`src/rtl/instr_pkg.sv`:
```
// Shared encoding definitions for the instruction encoder and the control decoder.
package instr_pkg;

   // Descriptor kind carried on the input stream
   typedef enum logic [2:0] {
      K_RTYPE   = 3'd0,
      K_LW      = 3'd1,
      K_SW      = 3'd2,
      K_BEQ     = 3'd3,
      K_BLT     = 3'd4,
      K_ADDI    = 3'd5,
      K_J       = 3'd6,
      K_ILLEGAL = 3'd7
   } kind_e;

   // Opcode map; the control decoder consumes the same constants
   localparam logic [5:0] OP_RTYPE = 6'b000000;
   localparam logic [5:0] OP_LW    = 6'b100011;
   localparam logic [5:0] OP_SW    = 6'b101011;
   localparam logic [5:0] OP_BEQ   = 6'b000100;
   localparam logic [5:0] OP_BLT   = 6'b000101;
   localparam logic [5:0] OP_ADDI  = 6'b001000;
   localparam logic [5:0] OP_J     = 6'b000010;

   // Encoder session FSM
   typedef enum logic [1:0] {
      ST_IDLE  = 2'd0,
      ST_LOAD  = 2'd1,
      ST_WRITE = 2'd2,
      ST_DONE  = 2'd3
   } enc_state_e;

endpackage

```
`src/rtl/instr_word_pack.sv`:
```
// Combinational packer: descriptor kind + fields -> 32-bit MIPS word.
module instr_word_pack
   import instr_pkg::*;
(
   input  logic [2:0]  i_kind,
   input  logic [4:0]  i_rs,
   input  logic [4:0]  i_rt,
   input  logic [4:0]  i_rd,
   input  logic [5:0]  i_funct,
   input  logic [15:0] i_imm,
   input  logic [25:0] i_target,
   output logic [31:0] o_word,
   output logic        o_illegal
);

   kind_e w_kind;
   assign w_kind = kind_e'(i_kind);

   // Select opcode and field layout per kind; immediates are passed raw
   always_comb begin
      o_word    = 32'h0;
      o_illegal = 1'b0;
      case (w_kind)
         K_RTYPE: o_word = {OP_RTYPE, i_rs, i_rt, i_rd, 5'b00000, i_funct};
         K_LW:    o_word = {OP_LW,   i_rs, i_rt, i_imm};
         K_SW:    o_word = {OP_SW,   i_rs, i_rt, i_imm};
         K_BEQ:   o_word = {OP_BEQ,  i_rs, i_rt, i_imm};
         K_BLT:   o_word = {OP_BLT,  i_rs, i_rt, i_imm};
         K_ADDI:  o_word = {OP_ADDI, i_rs, i_rt, i_imm};
         K_J:     o_word = {OP_J,    i_target};
         default: o_illegal = 1'b1;
      endcase
   end

endmodule

```
`src/rtl/instr_encoder.sv`:
```
// Instruction encoder: descriptor stream in, sequential instruction-memory writes out.
module instr_encoder
   import instr_pkg::*;
#(
   parameter int ADDR_W    = 8,
   parameter int BASE_ADDR = 0
)(
   input  logic              clk,
   input  logic              rst_n,
   input  logic              start,
   input  logic              in_valid,
   output logic              in_ready,
   input  logic [2:0]        in_kind,
   input  logic [4:0]        in_rs,
   input  logic [4:0]        in_rt,
   input  logic [4:0]        in_rd,
   input  logic [5:0]        in_funct,
   input  logic [15:0]       in_imm,
   input  logic [25:0]       in_target,
   input  logic              in_last,
   output logic              mem_we,
   output logic [ADDR_W-1:0] mem_addr,
   output logic [31:0]       mem_wdata,
   input  logic              mem_ready,
   output logic              busy,
   output logic              done,
   output logic              err,
   output logic [ADDR_W:0]   count
);

   localparam logic [ADDR_W-1:0] L_BASE = ADDR_W'(BASE_ADDR);
   localparam logic [ADDR_W-1:0] L_MAX  = '1;

   enc_state_e        r_state, w_state_nxt;
   logic [ADDR_W-1:0] r_addr;
   logic [31:0]       r_wdata;
   logic [ADDR_W:0]   r_count;
   logic              r_err;
   logic              r_last;

   logic [31:0]       w_word;
   logic              w_illegal;
   logic              w_hs;
   logic              w_wr_done;
   logic              w_at_max;

   instr_word_pack u_pack (
      .i_kind    (in_kind),
      .i_rs      (in_rs),
      .i_rt      (in_rt),
      .i_rd      (in_rd),
      .i_funct   (in_funct),
      .i_imm     (in_imm),
      .i_target  (in_target),
      .o_word    (w_word),
      .o_illegal (w_illegal)
   );

   assign w_hs      = (r_state == ST_LOAD) && in_valid;
   assign w_wr_done = (r_state == ST_WRITE) && mem_ready;
   assign w_at_max  = (r_addr == L_MAX);

   // State register
   always_ff @(posedge clk or negedge rst_n) begin
      if (!rst_n) r_state <= ST_IDLE;
      else        r_state <= w_state_nxt;
   end

   // Next-state: start only honoured when no session is active
   always_comb begin
      w_state_nxt = r_state;
      case (r_state)
         ST_IDLE, ST_DONE: if (start) w_state_nxt = ST_LOAD;
         ST_LOAD: begin
            if (w_hs) begin
               if (!w_illegal)   w_state_nxt = ST_WRITE;
               else if (in_last) w_state_nxt = ST_DONE;
            end
         end
         ST_WRITE: begin
            if (mem_ready) begin
               if (r_last || w_at_max) w_state_nxt = ST_DONE;
               else                    w_state_nxt = ST_LOAD;
            end
         end
         default: w_state_nxt = ST_IDLE;
      endcase
   end

   // Datapath: word capture, address/count advance, sticky error
   always_ff @(posedge clk or negedge rst_n) begin
      if (!rst_n) begin
         r_addr  <= L_BASE;
         r_wdata <= 32'h0;
         r_count <= '0;
         r_err   <= 1'b0;
         r_last  <= 1'b0;
      end else begin
         if ((r_state == ST_IDLE || r_state == ST_DONE) && start) begin
            r_addr  <= L_BASE;
            r_count <= '0;
            r_err   <= 1'b0;
         end
         if (w_hs) begin
            if (w_illegal) begin
               r_err <= 1'b1;
            end else begin
               r_wdata <= w_word;
               r_last  <= in_last;
            end
         end
         if (w_wr_done) begin
            r_count <= r_count + (ADDR_W+1)'(1);
            // Overflow ends the session instead of wrapping the address
            if (!r_last) begin
               if (w_at_max) r_err  <= 1'b1;
               else          r_addr <= r_addr + ADDR_W'(1);
            end
         end
      end
   end

   assign in_ready  = (r_state == ST_LOAD);
   assign mem_we    = (r_state == ST_WRITE);
   assign mem_addr  = r_addr;
   assign mem_wdata = r_wdata;
   assign busy      = (r_state == ST_LOAD) || (r_state == ST_WRITE);
   assign done      = (r_state == ST_DONE);
   assign err       = r_err;
   assign count     = r_count;

endmodule

```
`config.mk`:
```
export PLATFORM = sky130hd
export DESIGN_NAME = instr_encoder
export DESIGN_NICKNAME = d
export VERILOG_FILES = /design/src/rtl/instr_pkg.sv /design/src/rtl/instr_word_pack.sv /design/src/rtl/instr_encoder.sv
export SDC_FILE = /design/constraint.sdc
export NUM_CORES = 1
export LEC_CHECK = 0
export BUFFER_PORTS_ARGS = -buffer_cell sky130_fd_sc_hd__buf_4
export CORE_UTILIZATION = 47
export CTS_BUF_LIST = sky130_fd_sc_hd__clkbuf_8 sky130_fd_sc_hd__clkbuf_16
export DETAILED_ROUTE_END_ITERATION = 10
export GPL_TIMING_DRIVEN = 1
export PLACE_DENSITY_LB_ADDON = 0.25
export SLEW_MARGIN = 15
export SYNTH_ARGS = -nofsm -noshare
export SYNTH_HDL_FRONTEND = slang
export SYNTH_SLANG_ARGS = --single-unit
```
`constraint.sdc`:
```
create_clock -name clk -period 1.8 [get_ports clk]
set_input_delay 0.36 -clock clk [delete_from_list [all_inputs] [get_ports clk]]
set_output_delay 0.36 -clock clk [all_outputs]
set_load 0.01 [all_outputs]
```
* After elaboration in Yosys (flattened, before gate mapping)
Cells that the tools add are included.
** Storage, ports and cells
- Word-level logic and storage cells :: 55
- Bits of input ports :: 72
- Register bits after elaboration :: 53
- Output and inout bits :: 54
** Cells by class
- Add/subtract/negate cells :: 2
- Multiplexer cells :: 20
- Equal/unequal tests :: 14
- Reduce and logical (&&, ||, !) cells :: 13
** Operators with widths (number)
- one-hot mux 32 bit (7 select lines) :: 1
- 2-to-1 mux 8 bit :: 4
- 2-to-1 mux 9 bit :: 2
- 2-to-1 mux 2 bit :: 6
- adder 9 x 1 -> 9 bit (second input constant) :: 1
- equality test 3 bit (second input constant) :: 3
- adder 8 x 1 -> 8 bit (second input constant) :: 1
- equality test 8 bit (second input constant) :: 1
- OR reduction 7 bit :: 1
- equality test 3 x 2 -> 1 bit (second input constant) :: 2
- 2-to-1 mux 1 bit :: 6
- one-hot mux 2 bit (3 select lines) :: 1
- equality test 2 bit (second input constant) :: 2
- inequality test 2 x 1 -> 1 bit (second input constant) :: 2
- AND reduction 4 bit :: 1
- equality test 3 x 1 -> 1 bit (second input constant) :: 1
- logical AND 1 bit :: 3
- logical NOT 3 bit :: 1
- logical OR 1 bit :: 3
- inequality test 3 x 2 -> 1 bit (second input constant) :: 1
- equality test 2 x 1 -> 1 bit (second input constant) :: 1
- logical NOT 2 bit :: 1
- inequality test 2 bit (second input constant) :: 1
- AND reduction 2 bit :: 1
- other kinds (2) :: 2

* Logic depth before layout (Yosys ltp)
- Depth in word-level cells :: 9
- Gate-level depth with buffers :: 7
- Gate-level depth less buffers :: 6

* By module
A second synthesis with hierarchy kept.
** Second synthesis, totals
- Cells, all modules :: 305
- Area total of the unflattened synthesis :: 3071.7 µm²
** Modules (own cells, without submodules)
- instr_encoder :: cells an instance 197, sequential area each 1326.3 µm², area each 2377.3 µm², instances 1
- instr_word_pack :: cells an instance 108, sequential area each 0.0 µm², area each 694.4 µm², instances 1

* Least setup slack after synthesis
Ideal clock, no wire load.
- Path type :: register to register
- Start point :: reg r_state[0]
- End point :: reg r_addr[5] (netlist: mem_addr[5])
- Buffers on the path :: 0
- Clock period less this slack :: 1.669 ns
- Arrival time :: 1.582 ns
- Slack :: 0.131 ns
- Library setup time :: 0.087 ns
- Stages on the path, launching flop included :: 7
- Required time :: 1.713 ns
- Path through :: dfrtp_1 > inv_1 > ha_1 > and3b_1 > o21ai_1 > or3_1 > o211ai_1
** On the way
- Elaborated cells on any way between the ends :: 10
- Classes of those cells :: 2 x eq/ne; 4 x mux; 4 x reduce/logical
** RTL lines
- start, declared :: line instr_encoder.sv:34 : enc_state_e r_state, w_state_nxt;
- start signal, assigned :: line instr_encoder.sv:66 : else r_state <= w_state_nxt;
- equality test 2 bit
- named net mem_we :: line instr_encoder.sv:21 : output logic mem_we,
- logical AND 1 bit :: line instr_encoder.sv:60 : assign w_wr_done = (r_state == ST_WRITE) && mem_ready;
- 2-to-1 mux 8 bit :: line instr_encoder.sv:112 : if (w_wr_done) begin
- end signal, assigned :: line instr_encoder.sv:117 : else r_addr <= r_addr + ADDR_W'(1);
- end, declared :: line instr_encoder.sv:35 : logic [ADDR_W-1:0] r_addr;
The timed path passes the listed nets, and every way through them passes these cells.
A chain may end at the register's enable or synchronous reset.

* Worst setup path in the final report
- Start point :: reg r_state[0]
- End point :: out busy
** On the way
- Longest elaborated chain between the ends :: 2
- Elaborated cells on any way between the ends :: 3
- Classes of those cells :: 2 x eq/ne; 1 x reduce/logical
** Ends and longest elaborated chain
- equality test 2 x 1 -> 1 bit or equality test 2 bit (tied branches) :: line instr_encoder.sv:127 : assign busy = (r_state == ST_LOAD) || (r_state == ST_WRITE);
- logical OR 1 bit * :: line instr_encoder.sv:127
- end, declared :: line instr_encoder.sv:25 : output logic busy,
Mark *: on every way between the ends. The rest lies on a longest branch, timed or not.

==> flow_summary.toml <==
[logic_synthesis]
syn-num-nets = 368
synth_common_cells = "dfrtp_1, nor2_1, a21oi_1, a22oi_1, nand2_1"
synthTopCellsByArea = "dfrtp_1, a21oi_1, nor2_1"
async_reset_ff_share_pct = 100
yosysTopAreaCell = "dfrtp_1"
synth_edf_count = 0
avgSynthCellArea_um2 = 9.31
yosysMostFrequentCell = "dfrtp_1"
syn-cell-area_um2 = 2710
ys_ff_latch = 52
yosysSeqAreaShare_pct = 48.0
synthCells = 291
yosys_warnings = 0
ys.flop_type = "dfrtp_1"
synth_cell_types = 47
synth_top_area_share_pct = 48.0

[detailed_routing]
drc = 0
routed_wl_um = 6970
wl_per_cell_um = 14.4
first_pass_iters = 4
vias_per_cell = 5.48
antenna_left = 0
via_count = 2651
drtIter0Drc = 132

[finish]
multi_input_area_um2 = 1280
seq_area_um2 = 1300
n_antenna_cell = 0
fin_cells = 484
drive_above_1_share_pct = 35.7
areaGrowthSynthToFinish_pct = 40.4
fillCellCount = 465
nets = 488

[run_status]
status = "completed"

[timing]
relSlewSlack_pct = 52.5
period_needed_ns = 1.69
tightest_slew_ns = 0.710
clock.fmax_ghz = 0.592
rsz0062_at_grt = "no"
finalHoldViolations = 0
finalSetupTns_ns = 0
fin_crit_sh_pct = 93.9
slew_violations = 0
setup_viol = 0
skew_ns = 0.00958

[floorplan]
fp.coreArea_um2 = 5540
io_pins = 126
rows = 27
start_util_pct = 48.9
die_w_um = 77.9
die_area_um2 = 6070
die_h_um = 77.9

[run]
maxCapViolCount = 0

[global_routing]
grt_antenna_before_repair = 0
grt_overflow = 0
grt_pass1_vias = 2514
grt_pass1_wl_um = 11100
gr-usage-all-layers_pct = 22.8
grt_start_max_net_pins = 53

[critical_path]
rr_worst_depth = 6
r2r_setup_slack_ns = 0.16
critPathRequiredTime_ns = 1.44
startpoint = "r_state[0]"
critPathMaxFanout = 4
worst-setup-path-type = "reg -> out"
cp.arrival_ns = 1.33
crit_path_end_kind = "output port"
critPathLaunchType = "register"
reg2reg_from = "r_state[1]"
crit_end = "busy"
r2r-end = "mem_wdata[31]"

[power]
switchingPower_w = 0.00170
switching_share_pct = 36.5
p_clk_share_pct = 14.6
comb_power_share_pct = 45.6
power_density_nw_per_um2 = 1230
seq_power_share_pct = 39.8
ir_drop_v = 0.000707
internal_power_w = 0.00296
leakage_nw = 1.82

[cts]
clkSlewWorstSetupHoldPaths_ns = 0.09
clockBufferDepth = 2
cts_max_level = 2
clock_latency_ns = 0.30
root_buffer = "clkbuf_8"
cts_tree = "done"
cts_sinks = 52
numCtsBuffers = 5
cts_hold_buf = 0

[min_path]
hold_path.class = "in -> async"

[place]
dp_hpwl_um = 5100
place_congestion = 0.815
dpl.cell_count = 476
portBuffers = 124
[registers in the layout (all words and copies together), names as in the netlist]
| signal | count |
|---|---|
| r_last | 1 |
| err | 1 |
| mem_wdata | 31 |
| mem_addr | 8 |
| count | 9 |
| r_state | 2 |
[stage by stage]
step	utilization (%)	area (um2)	power, W	setup WS [ns]	hold WS, ns
floorplan	-	2710	0.00293	0.131	0.0644
global placement	66.9	3710	0.00394	0.136	0.434
detailed placement	66.9	3710	0.00401	0.0700	0.438
CTS	68.6	3800	0.00471	0.102	0.103
global route	68.6	3800	0.00497	0.00863	0.139
finish	68.6	3800	0.00467	0.110	0.0690
[kinds of logic after synthesis]
kind of cell | after synthesis | synth area share, %
flip-flops | 52 | 48.0
other | 1 | 0.138
XOR/XNOR | 3 | 0.970
AO/OA/AOI/OAI | 107 | 25.6
adder cells (fa/ha/maj) | 5 | 2.31
buffers and inverters | 27 | 4.90
AND/OR/NAND/NOR | 91 | 16.2
multiplexers | 5 | 1.89
[how the worst min path moves through the flow]
stage | depth (start not counted) | end | startpoint
2_1_floorplan | 0 | count[0] | rst_n
3_3_place_gp | 1 | count[3] | rst_n
3_5_place_dp | 1 | count[3] | rst_n
4_1_cts | 1 | count[3] | rst_n
5_1_grt | 1 | count[3] | rst_n
6_report | 1 | count[3] | rst_n
[repair_timing]
action | in CTS | in global routing
setup buffers | 0 | 0
resized for setup | 0 | 1
endpoints found under the setup margin | 0 | 4
endpoints found under the hold margin | 0 | 0
[per-layer routing]
metal / routed length, um / vias up / global-route usage [%] / part of all wire (%)
li1: - / 1307 / - / -
met1: 2940 / 1257 / 27.8 / 42
met2: 3560 / 81 / 40.6 / 51
met3: 389 / 6 / 4.12 / 5.6
met4: 84 / 0 / 7.59 / 1.2
met5: 0 / - / 0 / 0
[cells in the final DEF, fill, tap and decap left out, drive strengths merged, types with 11 or more instances in the layout]
| cell | n |
|---|---|
| nand3 | 11 |
| dfrtp | 52 |
| buf | 132 |
| a22oi | 16 |
| o22ai | 13 |
| nor2 | 38 |
| a2bb2oi | 11 |
| a21oi | 34 |
| o21ai | 15 |
| nand2 | 15 |
[critical path, stage by stage, from the launching register on]
cell     delay (ns)
dfrtp_1        0.41
inv_1          0.09
ha_2           0.29
inv_1          0.11
buf_4          0.13
[power groups by stage]
| stage | registers (W) | logic (W) | clock network [W] |
|---|---|---|---|
| 3_5_place_dp | 0.00187 | 0.00214 | 0 |
| 5_1_grt | 0.00191 | 0.00232 | 0.000737 |
| 4_1_cts | 0.00186 | 0.00214 | 0.000703 |
| 2_1_floorplan | 0.00202 | 0.000910 | 0 |
| 3_3_place_gp | 0.00186 | 0.00208 | 0 |
| 6_report | 0.00186 | 0.00213 | 0.000679 |
[cell type report]
type                       count  share of cell area (%)
clock buffer                   6                    2.17
tap                           72                    2.37
timing repair buffer         132                    26.4
sequential                    52                    34.2
inverter                       8                   0.790
multi-input combinational    212                    33.8
clock inverter                 2                   0.263
(Power assumes the default switching activity.)
